[config.mk]
export PLATFORM = sky130hd
export DESIGN_NAME = clk_monitor
export DESIGN_NICKNAME = d
export VERILOG_FILES = /design/src/rtl/clk_monitor.sv
export SDC_FILE = /design/constraint.sdc
export NUM_CORES = 1
export LEC_CHECK = 0
export BUFFER_PORTS_ARGS = -buffer_cell sky130_fd_sc_hd__buf_4
export CAP_MARGIN = 20
export CORE_AREA = 4 4 100 102
export DETAILED_ROUTE_END_ITERATION = 10
export DIE_AREA = 0 0 104 106
export PLACE_DENSITY = 0.5
export SLEW_MARGIN = 20
export SYNTH_ARGS = -nofsm -noshare
export SYNTH_HDL_FRONTEND = slang
export SYNTH_SLANG_ARGS = --single-unit
[constraint.sdc]
create_clock -name clk -period 2.2 [get_ports clk]
set_input_delay 0.22 -clock clk [delete_from_list [all_inputs] [get_ports clk]]
set_output_delay 0.22 -clock clk [all_outputs]
set_load 0.03 [all_outputs]
[src/rtl/clk_monitor.sv]
// clk_monitor: measures rise-to-rise period of an asynchronous divided clock in clk cycles.
// Optional stall detection is compiled in when CLK_MONITOR_TIMEOUT_EN is defined;
// without it the STALL state is unreachable and stalled is tied low.
module clk_monitor #(
  parameter int MAX_COUNT      = 50000000,
  parameter int NUMBER_OF_BITS = $clog2(MAX_COUNT + 1)
) (
  input  logic                      clk,
  input  logic                      rst,
  input  logic                      in_clk,
  input  logic                      clr,
  output logic                      rise_stb,
  output logic                      fall_stb,
  output logic [NUMBER_OF_BITS-1:0] period,
  output logic                      period_vld,
  output logic                      stalled
);

  localparam logic [1:0] IDLE    = 2'd0;
  localparam logic [1:0] MEASURE = 2'd1;
  localparam logic [1:0] STALL   = 2'd2;

  localparam logic [NUMBER_OF_BITS-1:0] CNT_MAX = NUMBER_OF_BITS'(MAX_COUNT);
  localparam logic [NUMBER_OF_BITS-1:0] CNT_ONE = NUMBER_OF_BITS'(1);

  logic                      sync1_q, sync2_q, hist_q;
  logic [2:0]                arm_q;
  logic                      rise_p_q, fall_p_q;
  logic                      rise_q, fall_q;
  logic [1:0]                state_q, state_d;
  logic [NUMBER_OF_BITS-1:0] cnt_q, cnt_d;
  logic [NUMBER_OF_BITS-1:0] period_q, period_d;
  logic                      vld_q, vld_d;
  logic                      edge_w;
  logic [NUMBER_OF_BITS-1:0] cnt_inc;

  assign edge_w  = sync2_q ^ hist_q;
  assign cnt_inc = (cnt_q == CNT_MAX) ? cnt_q : cnt_q + CNT_ONE;

  // Synchronizer, history flop and strobe pipeline; arm_q blocks the spurious
  // edge seen while the history flop still holds its reset value.
  always_ff @(posedge clk or negedge rst) begin
    if (!rst) begin
      sync1_q  <= 1'b0;
      sync2_q  <= 1'b0;
      hist_q   <= 1'b0;
      arm_q    <= 3'b000;
      rise_p_q <= 1'b0;
      fall_p_q <= 1'b0;
      rise_q   <= 1'b0;
      fall_q   <= 1'b0;
    end else begin
      sync1_q  <= in_clk;
      sync2_q  <= sync1_q;
      hist_q   <= sync2_q;
      arm_q    <= {arm_q[1:0], 1'b1};
      rise_p_q <= arm_q[2] & edge_w & sync2_q;
      fall_p_q <= arm_q[2] & edge_w & ~sync2_q;
      rise_q   <= rise_p_q;
      fall_q   <= fall_p_q;
    end
  end

`ifdef CLK_MONITOR_TIMEOUT_EN
  logic stalled_q, stalled_d;
`endif

  // Measurement FSM: counts cycles between staged rises; clr overrides everything.
  always_comb begin
    state_d  = state_q;
    cnt_d    = cnt_q;
    period_d = period_q;
    vld_d    = 1'b0;
`ifdef CLK_MONITOR_TIMEOUT_EN
    stalled_d = 1'b0;
`endif
    if (clr) begin
      state_d  = IDLE;
      cnt_d    = '0;
      period_d = '0;
    end else begin
      case (state_q)
        IDLE: begin
          if (rise_p_q) begin
            state_d = MEASURE;
            cnt_d   = CNT_ONE;
          end
        end
        MEASURE: begin
          if (rise_p_q) begin
            period_d = cnt_q;
            vld_d    = 1'b1;
            cnt_d    = CNT_ONE;
          end
`ifdef CLK_MONITOR_TIMEOUT_EN
          else if (cnt_q == CNT_MAX) state_d = STALL;
`endif
          else cnt_d = cnt_inc;
        end
`ifdef CLK_MONITOR_TIMEOUT_EN
        STALL: begin
          if (rise_p_q) begin
            state_d = MEASURE;
            cnt_d   = CNT_ONE;
          end else stalled_d = 1'b1;
        end
`else
        STALL: state_d = IDLE;
`endif
        default: state_d = IDLE;
      endcase
    end
  end

  // FSM and measurement registers.
  always_ff @(posedge clk or negedge rst) begin
    if (!rst) begin
      state_q  <= IDLE;
      cnt_q    <= '0;
      period_q <= '0;
      vld_q    <= 1'b0;
    end else begin
      state_q  <= state_d;
      cnt_q    <= cnt_d;
      period_q <= period_d;
      vld_q    <= vld_d;
    end
  end

`ifdef CLK_MONITOR_TIMEOUT_EN
  // Stall level is registered one cycle after entering STALL.
  always_ff @(posedge clk or negedge rst) begin
    if (!rst) stalled_q <= 1'b0;
    else stalled_q <= stalled_d;
  end
  assign stalled = stalled_q;
`else
  assign stalled = 1'b0;
`endif

  assign rise_stb   = rise_q;
  assign fall_stb   = fall_q;
  assign period     = period_q;
  assign period_vld = vld_q;

endmodule

Word-level counts from Yosys, hierarchy flattened
Index checks and enable logic that the tools add are counted.
- add/sub/neg operators: 1
- eq/ne operators: 5
- reductions and logical operators: 7
- bitwise gates (word level): 5
- multiplexer cells: 14
- operators by type and width (kind ; count):
    2-to-1 mux 26 bit ; 7
    one-hot mux 26 bit (2 select lines) ; 1
    adder 26 x 1 -> 26 bit, second input constant ; 1
    == test 26 bit, second input constant ; 1
    2-to-1 mux 2 bit ; 2
    inequality test 4 bit, second input constant ; 1
    one-hot mux 2 bit (2 select lines) ; 1
    AND reduction 2 bit ; 2
    nonzero test 2 bit ; 2
    bitwise AND 1 bit ; 3
    2-to-1 mux 1 bit ; 3
    inequality test 3 bit, second input constant ; 1
    AND reduction 3 bit ; 1
    nonzero test 3 bit ; 1
    == test 2 x 1 -> 1 bit, second input constant ; 1
    logical NOT 2 bit ; 1
    inequality test 2 bit, second input constant ; 1
    inverter 1 bit ; 1
    XOR 1 bit ; 1
- register bits: 65
- word-level logic and storage cells: 44
- bits of input ports: 4
- output and inout port bits: 30

Depth between registers and ports, before layout
Gate-level depths: netlist (run 1).
- depth in word-level cells: 5
- mapped depth: 7
- mapped depth without buffers: 6

Worst setup path after synthesis (run 1)
OpenSTA, ideal clock, no wires.
- path type: flip-flop to flip-flop
- start: reg cnt_q[0]
- end: reg cnt_q[0]
- arrival time: 1460 ps
- buffers on the path: 0
- stages on the path, launching flop included: 7
- setup slack: 602 ps
- required time: 2062 ps
- clock period less this slack: 1598 ps
- path through: dfrtp_1 inv_1 ha_1 and4bb_2 and4_1 a2111oi_0 nor4bb_1
- word-level cells in the longest chain between the ends: 5
- elaborated cells on any way between the ends: 8
- ends and longest elaborated chain (element ; line ; source):
    start, declared ; 31 ; logic [NUMBER_OF_BITS-1:0] cnt_q, cnt_d;
    start signal, assigned ; 124 ; cnt_q <= cnt_d;
    adder 26 x 1 -> 26 bit ; 38 ; assign cnt_inc = (cnt_q == CNT_MAX) ? cnt_q : cnt_q + CNT_ONE;
    2-to-1 mux 26 bit ; 38 ;
    2-to-1 mux 26 bit ; 90 ; if (rise_p_q) begin
    one-hot mux 26 bit (2 select lines) ; 82 ; case (state_q)
    2-to-1 mux 26 bit ; 77 ; if (clr) begin
Parallel ways exist; a longest one is shown, timed or not. The select of a mux whose other input is x is not followed.
A chain may end at the register's enable or synchronous reset.

Worst setup path in the final report (run 1)
- start: reg cnt_q[2]
- end: reg cnt_q[17]
The elaborated chain is that of the path after synthesis.

==> results of run 1 <==
## state kept, by name, indices dropped and copies added (netlist names)
name	count
period	26
sync1_q	1
sync2_q	1
period_vld	1
rise_stb	1
fall_p_q	1
rise_p_q	1
cnt_q	26
arm_q	3
state_q	1
hist_q	1
fall_stb	1
## final timing paths
kind                                          endpoint  slack [ps]  depth (start not counted)
worst max register to register   cnt_q[17]$_DFFE_PN0P_         370                          4
worst min register to register      arm_q[1]$_DFF_PN0_         350                          0
min in group asynchronous         period_vld$_DFF_PN0_         520                          2
worst max-delay path             cnt_q[17]$_DFFE_PN0P_         370                          4
max in group asynchronous         cnt_q[4]$_DFFE_PN0P_        1150                          2
worst min-delay path            state_q[0]$_DFFE_PN0P_         150                          2
## layout make-up
type                    instances  area, sq um
inverters                       6         22.5
clock buffers                  10          128
multi-input cells             162         1090
fillers                       910         5760
well taps                     111          139
repair buffers                 40          305
flip-flops and latches         64         1600
clock inverters                 6         60.1
## critical path, stage by stage, from the launching register on
cell and delay, ps:
dfrtp_1 480, and4_1 360, nand3_1 260, or4_1 520
a21oi_1 150
## cells in the final DEF (no fill, tap or decap), types with 6 or more instances in the layout
cell type,instances
nor4_1,9
nand2_1,21
nand4_1,7
inv_1,6
or3_1,12
xor2_1,6
a22o_1,26
nand3_1,7
clkbuf_8,9
a21oi_1,9
mux2i_1,7
buf_4,38
dfrtp_1,64
nor2_1,14
## stage by stage
stage | instances | instance area [sq um] | setup WS [ps] | hold slack [ps]
floorplan | 246 | 2790 | 602 | -75.6
global placement | 381 | 3140 | 415 | 331
detailed placement | 381 | 3140 | 380 | 331
CTS | 399 | 3350 | 371 | 129
global route | 399 | 3350 | 165 | 144
finish | 399 | 3350 | 366 | 148
## repair_timing
| item | 4_1_cts | 5_1_grt |
|---|---|---|
| hold buffers | 2 | 0 |
| endpoints found under the hold margin | 37 | 0 |
| setup buffers | 0 | 0 |
## report_power, final
group / internal (mW) / total [mW] / leakage, nW / switching, mW
logic: 0.0257 / 0.0917 / 0.527 / 0.0659
registers: 1.19 / 1.20 / 0.877 / 0.00909
clock network: 0.517 / 0.981 / 0.0920 / 0.463
## logic make-up (layout without fill, tap and decap cells)
logic type,Yosys count,in the layout,synth area share (%)
mux,7,7,2.51
other cells,2,2,0.269
buf+inv,20,62,3.63
xor+xnor,9,9,2.82
compound gates,48,48,13.0
fa+ha+maj,2,2,0.896
simple gates,94,94,19.5
flops,64,64,57.4
## metal layers
layer | share of wire [%] | up-vias
met2 | 46 | 32
met4 | 1.1 | 0
li1 | - | 981
met5 | 0 | -
met3 | 3.5 | 6
met1 | 50 | 1020
==> results.md, run 1 <==
- The count of nets after finishing is 289.
- The area overhead of the layout relative to synthesis is 20.0%.
- The data required time at the worst endpoint is 2460 ps.
- Measured on the finished design, the core utilization comes to 36.8%.
- Counting the buffers created by CTS gives 9.
- The half-perimeter wire length after detailed placement is 4180 um.
- The biggest area consumer among synthesized cells is dfrtp_1.
- The total of warnings raised by yosys is 0.
- The total clock sinks is 64.
- The number of antenna diodes in the final layout is 0.
- The final worst-path cycle share is 83.4%.
- The primary flip-flop cell chosen by synthesis mapping is dfrtp_1.
- After layout, the design draws a total of 2.27 mW.
- The die height is 106 um.
- The number of global-route vias before repair came to 2,079.
- Sorting the synthesized cells by area gives the leading types as dfrtp_1, a22o_1, nand2_1, or3_1, mux2i_1.
- The part of the Yosys area used for sequential elements is 57.4%.
- The number of nets with antenna violations after routing is 0.
- The detailed-route vias per instance is 5.11.
- The met3 global-route usage is 3.83%.
- The unique cell type count in the Yosys netlist is 37.
- The worst vdd rail ir drop is 0.000228 V.
- For the worst-skew pair, the clock arrives at the later sink with an insertion delay of 340 ps.
- The post-synthesis sequential element count is 64.
- The launching point of the worst reg2reg path is cnt_q[2]$_DFFE_PN0P_.
- The initial antenna violation count came to 0.
- The headroom to the max-slew limit is 45.9%.
- The met2 usage in global routing is 18.6%.
- For this run, the total global-route usage over all layers was measured as 12.3%.
- The share of async-settable or async-resettable flops after synthesis is 100%.
- The count of buffers inserted at the top-level ports is 32.
- The power density of the placed cells is 677 mW/mm^2.
- Summed over all layers, the routed wires come to 6270 um.
- STA classifies the critical path endpoint as a flip-flop.
- The row count is 35.
- The time the worst path needs with I/O delays and setup is 1830 ps.
- The top-level I/O count is 34.
- Counting instances in the post-synthesis netlist gives the leading cell types as dfrtp_1, a22o_1, nand2_1, nor2_1, or3_1.
- Counting flops with a built-in enable in the synthesized netlist gives 0.
- The max capacitance violation total is 0.
- The synthesized area is 0.00279 sq mm.
- The number of failing setup endpoints in the final timing report is 0.
- dfrtp_1 is the most common cell in the netlist.
- The run finished with clean final reports.
- In this run the mean area of a mapped cell was 11.3 sq um.
- The first-pass GRT wire length is 10,900 um.
- The remaining global-route overflow is 0.
- The routing usage on met1 is 16.8%.
- The number of nets handed over by synthesis was 252.
- The synthesized instance count is 246.
- The routed via count is 2,039.
- The count of final hold-check violations is 0.
- The worst hold path startpoint is clr.
- The weighted congestion at the end of routability-driven global placement is 0.754.
- Dividing the detail-routed wire length by the instance count gives 15.7 um.
- Setup repair after global routing left no endpoint under its margin.
- The cell sitting at the root of the clock tree is a clkbuf_8.
- Of the cells placed in the final design, the portion with a size suffix greater than 1 is 21.2%.
- Measured along the x axis, the die boundary spans 104 um.
- Across the routed clock network, the largest skew measured is 11.6 ps.
- Setup total negative slack on the finished layout was measured at 0 ps.
- The type of the worst setup path is flip-flop to flip-flop.
- STA classifies the critical path startpoint as a flip-flop.
- In this run the worst hold path is classified as input pin to flip-flop.
- The core region is 0.00911 sq mm.
- In this run the worst path has a maximum fanout of 9.
- The leakage power is 1.50 nW.
- TritonCTS built the clock tree.
- The die covers 0.0110 sq mm.
- The maximum number of pins on one net before global-route repair is 65.
- The initial DRC count is 78.
- In this run the worst setup path begins at cnt_q[2]$_DFFE_PN0P_.
- The number of resized instances in the post-cts repair step is 0.
- The H-tree was split into 3 levels.
- The clock tree buffer depth is 2.
- The first-pass iteration count of the detailed router is 4.
- The critical path arrival is 2100 ps.
- The clock edge transition at the registers on the reported setup and hold paths is 70 ps.
- The achievable clock frequency is 545 MHz.
- In the routed design, unresolved DRC markers number 0.
- The share of the synthesized area in the top cell type is 57.4%.
- For this configuration, the core starts out at a cell density of 30.6%.
- At the pin with the least slew margin, the transition time is 811 ps.
- The number of max-slew violations in the final report is 0.
- After global routing, the most crowded layer is met2.
Note: power is estimated with default switching activity, not from simulation.
==> inputs of run 2 (changes only) <==
==> constraint.sdc (replaced) <==
create_clock -name clk -period 1.7 [get_ports clk]
set_input_delay 0.17 -clock clk [delete_from_list [all_inputs] [get_ports clk]]
set_output_delay 0.17 -clock clk [all_outputs]
set_load 0.03 [all_outputs]
==> run 2 against run 1 <==
Against the previous run:
- via count rose by 6.1%
- total power rose by 32%
- worst setup slack got worse by 300 ps
- sequential power rose by 29%
- clock-buffer cell count fell by 1
- final area rose by 9.6%
- sequential cell count did not move
- clock skew fell by 4.7 ps
- critical path depth did not move
- combinational power rose by 55%
- global-route usage rose by 0.61 points
==> results.md, run 2 (synthesized netlist as in run 1, its figures left out) <==
- The library cell used most frequently in the layout, excluding fill and tap cells, is buf_4.
- The number of cells traversed by the worst register-to-register path is 4.
- In this run the core area contains 35 standard-cell rows.
- Timing would allow up to 611 MHz.
- The average wire per cell in the routed design is 15.8 um.
- The critical path arrival is 1910 ps.
- The antenna diode instance count is 0.
- CTS saw 64 sinks.
- The capturing element type of the critical path is a flip-flop.
- The worst vdd rail ir drop is 0.000317 V.
- The final worst clock skew is 6.96 ps.
- The number of placed cells counting well taps is 407.
- The endpoint of the worst hold path is state_q[0]$_DFFE_PN0P_.
- The slowest stage cell on the critical path is or3_4.
- The clock reaches the later pin of the worst-skew pair after 350 ps.
- At the end of the flow, the number of nets in the layout was 319.
- The final routed wirelength across all metal layers is 6760 um.
- Setup repair after global routing could not meet its margin everywhere.
- The signal on the critical path passes through nand4_1 -> or3_4 -> or3_1 -> a21oi_1.
- On the worst path, the slowest cell contributes a delay of 470 ps.
- The worst setup path is of the flip-flop to flip-flop kind.
- The max capacitance violation total is 0.
- The capturing point of the worst reg2reg path is cnt_q[21]$_DFFE_PN0P_.
- The leakage power is 1.66 nW.
- The half-perimeter wire length after detailed placement is 4560 um.
- The min-delay analysis places its worst path in the category input pin to flip-flop.
- The top-level I/O count is 34.
- The weighted congestion at the end of routability-driven global placement is 0.767.
- The die covers 0.0110 sq mm.
- The longest clock path from root to sink contains 2 buffers.
- Compared with the post-synthesis result, the final layout area differs by 31.6%.
- The first routing iteration left 126 violations.
- The worst hold path passes through 2 cells.
- The initial antenna violation count is 0.
- Of the available clock period, the critical path in the final layout requires 96.3%.
- The CTS tree is yes.
- Dividing the detail-routed via count by the number of cells gives 5.04.
- Overall power consumption after layout is estimated at 3.00 mW.
- The power density of the placed cells is 817 mW/mm^2.
- The clock edge transition at the registers on the reported setup and hold paths is 70 ps.
- At the placement stage, the worst setup path has a slack of -63.7 ps.
- The routed via count is 2,163.
- The data required time at the worst endpoint is 1970 ps.
- The count of buffers inserted at the top-level ports is 32.
- The die height is 106 um.
- The number of max-slew violations in the final report was 0.
- The H-tree was split into 3 levels.
- For this configuration, the core starts out at a cell density of 30.6%.
- The number of buffers added by the clock tree synthesis step is 9.
- The run finished with clean final reports.
- After detailed placement, the total cell area comes to 0.00335 sq mm.
- The count of nets left with antenna violations once routing finished came out at 0.
- For this run, the share of the core covered by cells in the final layout is 40.3%.
- The worst path meets setup with 63.1 ps of slack.
- The number of failing setup endpoints in the final timing report is 0.
- The layout cell share with drive strength beyond 1 is 34.0%.
- The kind of launch point of the worst setup path is a flip-flop.
- The startpoint identified for the worst register-to-register timing path is cnt_q[16]$_DFFE_PN0P_.
- Once layout is done, the placed cells without fillers occupy 0.00367 sq mm.
- Along the worst path, the maximum fanout reaches 5.
- The overall routing resource usage is 12.9%.
- Final hold analysis gives a worst-case slack of 93.5 ps.
- Leaving out fill and tap cells, the most frequent cells in the layout are buf_4, dfrtp_1, a22o_1, nand2_1, nor2_1.
- In the final layout, the multi-input gates occupy 0.00117 sq mm.
- The DRC violation count after routing is 0.
- The number of global-route vias before repair came to 2,219.
- After floorplanning, the core was sized to cover 0.00911 sq mm.
- Summing all flip-flop and latch instances after layout gives 0.00161 sq mm.
- The count of final hold-check violations is 0.
- In this run the clock root is driven by a clkbuf_8.
- In the final timing run, aggregate negative setup slack is 0 ps.
- The first global-routing pass estimated 11,300 um of wire.
- Entering global routing, the biggest net connects 34 pins.
- The remaining global-route overflow is 0.
- The worst hold path startpoint is clr.
- For flop-to-flop paths, the worst setup slack is 60 ps.
- The worst path in the final design needs a cycle of 1640 ps, including I/O delays and setup.
- The final cell count without fillers is 429.
- The first-pass iteration count of the detailed router is 4.
- The die width is 104 um.
- The number of filler instances in the final layout is 872.
## run 2: changes by cell type in the layout (fill, tap and decap cells not counted), moves of 2 or more
cell      delta
and4_4       +2
nor4_1       -4
and4_1       -3
buf_4       +28
nor4_2       +4
dfrtp_2      +4
clkinv_4     +2
dfrtp_1      -4
## run 2: how the worst max path moves through the flow
stage                                startpoint               endpoint  slack (ps)  cells after the start
after floorplan            cnt_q[0]$_DFFE_PN0P_   cnt_q[0]$_DFFE_PN0P_         100                      6
after global placement    cnt_q[16]$_DFFE_PN0P_  cnt_q[25]$_DFFE_PN0P_         -30                      4
after detailed placement  cnt_q[16]$_DFFE_PN0P_  cnt_q[25]$_DFFE_PN0P_         -60                      4
after CTS                 cnt_q[16]$_DFFE_PN0P_  cnt_q[23]$_DFFE_PN0P_          20                      4
after global routing      cnt_q[12]$_DFFE_PN0P_  cnt_q[23]$_DFFE_PN0P_         -20                      5
final                     cnt_q[16]$_DFFE_PN0P_  cnt_q[21]$_DFFE_PN0P_          60                      4
## run 2: cell type report
type                       instances  share of cell area [%]
sequential                        64                    43.7
multi-input combinational        163                    31.9
inverter                           6                   0.613
clock inverter                     7                    1.98
tap                              111                    3.78
timing repair buffer              69                    14.6
clock buffer                       9                    3.37
## run 2: what timing repair did
item                                    in CTS  in global routing
buffers inserted                             0                  3
gates resized for setup                      7                 14
endpoints found under the hold margin       33                  0
pin swaps                                    0                  3
hold buffers                                 2                  0
endpoints found under the setup margin       4                 13
cloned                                       0                  1
## run 2: routing by layer
metal / GRT usage (%) / vias to the layer above / wire length, um
li1: - / 1047 / -
met1: 16.8 / 1070 / 3320
met2: 20.0 / 39 / 3120
met3: 4.13 / 7 / 237
met4: 5.32 / 0 / 89
met5: 0 / - / 0
## run 2: report_power, final
group	switching, mW	total, mW	leakage (nW)	internal (mW)
Clock	0.637	1.31	0.0952	0.676
Combinational	0.0929	0.142	0.698	0.0488
Sequential	0.0113	1.55	0.871	1.54
## run 2: worst max-delay path, delay by kind of cell, from the launching register on
| kind | cells | cell delay (ps) |
|---|---|---|
| AO/OA/AOI/OAI | 1 | 150 |
| AND/OR/NAND/NOR | 3 | 990 |
| flip-flops | 1 | 420 |
==> inputs of run 3 (changes only) <==
--- a/config.mk
+++ b/config.mk
@@ -7,9 +7,10 @@
 export LEC_CHECK = 0
 export BUFFER_PORTS_ARGS = -buffer_cell sky130_fd_sc_hd__buf_4
 export CAP_MARGIN = 20
-export CORE_AREA = 4 4 100 102
+export CORE_AREA = 4 4 92 111
+export CTS_BUF_LIST = sky130_fd_sc_hd__clkbuf_8
 export DETAILED_ROUTE_END_ITERATION = 10
-export DIE_AREA = 0 0 104 106
+export DIE_AREA = 0 0 96 115
 export PLACE_DENSITY = 0.5
 export SLEW_MARGIN = 20
 export SYNTH_ARGS = -nofsm -noshare
==> run 3 against run 2 <==
Against the previous run:
- die area up 0.15%
- sequential power hardly changed
- worst setup slack lost 34 ps
- clock power is 12% higher
- global-route usage up 0.39 points
- clock-buffer cell count rose by 2
==> results.md, run 3 (synthesized netlist as in run 1, its figures left out) <==
- The capturing element type of the critical path is a flip-flop.
- Using the TritonRoute via totals, the vias-per-cell ratio works out to 5.08.
- The top-level I/O count is 34.
- The total die area is 0.0110 sq mm.
- The die height is 115 um.
- The count of nets after finishing is 319.
- The clock net in this run drives a total of 64 sinks.
- On the worst path, the slowest cell contributes a delay of 420 ps.
- In this run the standard cell core region covers 0.00908 sq mm.
- STA puts the critical path data arrival time at 1930 ps.
- The slowest stage cell on the critical path is dfrtp_1.
- The number of failing setup endpoints in the final timing report is 0.
- The routed design has 6930 um of wire.
- The H-tree generated during clock tree synthesis spans 3 levels.
- Broken down by cell family, the worst path's largest delay share belongs to simple AND/OR/NAND/NOR gates.
- The setup path with the least slack is of type flip-flop to flip-flop.
- The final worst-path cycle share is 98.3%.
- The maximum fanout count along the critical path is 8.
- The worst vdd rail ir drop is 0.000330 V.
- The initial antenna violation count was 0.
- The time the worst path needs with I/O delays and setup is 1670 ps.
- The final core utilization is 41.3%.
- Global routing used 13.3% of the available tracks across all layers.
- The measured slew at the worst slew-check pin is 505 ps.
- The data required time at the worst endpoint is 1960 ps.
- The number of nets with antenna violations after routing is 0.
- The initial core utilization is 30.7%.
- The row count is 38.
- The clock edge transition at the registers on the reported setup and hold paths is 70 ps.
- The initial DRC count is 64.
- In the final routed layout, each cell accounts on average for 15.9 um.
- Input and output buffers added on the ports amount to 32.
- The worst path buffer plus inverter count is 1.
- The achievable clock frequency is 598 MHz.
- The power density of the placed cells is 840 mW/mm^2.
- The HPWL after detailed placement is 4540 um.
- Across the run, the number of max-cap violations was 0.
- The number of max-slew violations in the final report is 0.
- Cells with a size suffix above 1 make up 35.0% of the layout.
- The clock network latency to the later pin of the worst-skew pair is 340 ps.
- The headroom to the max-slew limit is 66.3%.
- The first-pass GRT wire length is 11,200 um.
- The remaining global-route overflow is 0.
- In the layout the commonest cells are buf_4, dfrtp_1, a22o_1, nand2_1, nor2_1.
- Setup repair after global routing could not meet its margin everywhere.
- Before antenna repair, the detailed router went through 4 iterations.
- The leakage power is 1.72 nW.
- The number of global-route vias before repair came to 2,157.
- The finished layout holds 437 standard cells, fillers aside.
- Entering global routing, the biggest net connects 37 pins.
- The run finished with clean final reports.
- The DRC violation count after routing is 0.
- The count of final hold-check violations was 0.
- The die width is 96 um.
- The worst setup path is launched from a flip-flop.
- The routed via count is 2,222.
- The antenna diode instance count is 0.
- The library cell used as clock root buffer is clkbuf_8.
- The weighted congestion at the end of routability-driven global placement is 0.843.
- On the final layout, the worst clock skew is 9.53 ps.
- The clock tree buffer depth is 2.
- The type of the tightest min-delay check is input pin to flip-flop.
- The area overhead of the layout relative to synthesis is 34.5%.
- The number of buffers added by the clock tree synthesis step is 9.
- TritonCTS built the clock tree.
- Leaving out fill and tap cells, the most frequent cell in the layout is buf_4.
- The number of placed instances, taps included, is 415.
- The critical path goes through and4_4 -> nand4_4 -> buf_6 -> nor4_2 -> mux2i_1.
==> run 3: area by class of cell <==
| type | instances | area [sq um] |
|---|---|---|
| sequential | 64 | 1610 |
| multi-input combinational | 162 | 1200 |
| inverter | 6 | 22.5 |
| clock buffer | 11 | 151 |
| fill | 872 | 5330 |
| tap | 120 | 150 |
| timing repair buffer | 70 | 559 |
| clock inverter | 4 | 68.8 |
==> run 3: timing repair <==
item,CTS,global route
pin swaps,1,3
setup buffers,1,4
hold buffers,2,0
setup endpoints to repair,4,15
gates resized for setup,4,24
hold endpoints to repair,29,0
==> run 3: routing by layer <==
layer  up-vias  wire length, um  track usage [%]
met3         4              218             3.53
met5         -                0                0
met4         0               78             4.55
met1      1131             3130             17.8
li1       1046                -                -
met2        41             3500             20.8
==> run 3: power by group <==
part	internal [mW]	total, mW	leakage (nW)	switching [mW]
Clock	0.891	1.47	0.117	0.581
Sequential	1.54	1.55	0.873	0.0131
Combinational	0.0416	0.131	0.730	0.0891
Total	2.47	3.15	1.72	0.684
==> run 3: final timing paths <==
path	from	end	slack, ps	depth (start not counted)
setup reg to reg	cnt_q[9]$_DFFE_PN0P_	cnt_q[18]$_DFFE_PN0P_	30	5
hold / removal	clr	state_q[0]$_DFFE_PN0P_	110	2
setup / recovery	cnt_q[9]$_DFFE_PN0P_	cnt_q[18]$_DFFE_PN0P_	30	5
hold reg to reg	fall_p_q$_DFF_PN0_	fall_stb$_DFF_PN0_	340	0
min in group asynchronous	rst	period[2]$_DFFE_PN0P_	300	2
max in group asynchronous	rst	cnt_q[12]$_DFFE_PN0P_	870	3
==> run 3: worst register-to-register path: stages (launching register included) <==
cell and delay, ps:
dfrtp_1 420, and4_4 260, nand4_4 170, buf_6 200, nor4_2 330, mux2i_1 220
==> run 3: stage by stage <==
stage	hold slack, ps	total power, mW	instance area (sq um)	TNS [ps]	setup slack (ps)
6_report	112	3.15	3750	0	28.9
5_1_grt	103	3.28	3750	-152	-75.5
4_1_cts	85.4	3.20	3630	0	17.5
3_5_place_dp	133	1.71	3370	-32.9	-19.1
3_3_place_gp	125	1.71	3370	0	21.2
2_1_floorplan	-126	1.63	2790	0	102
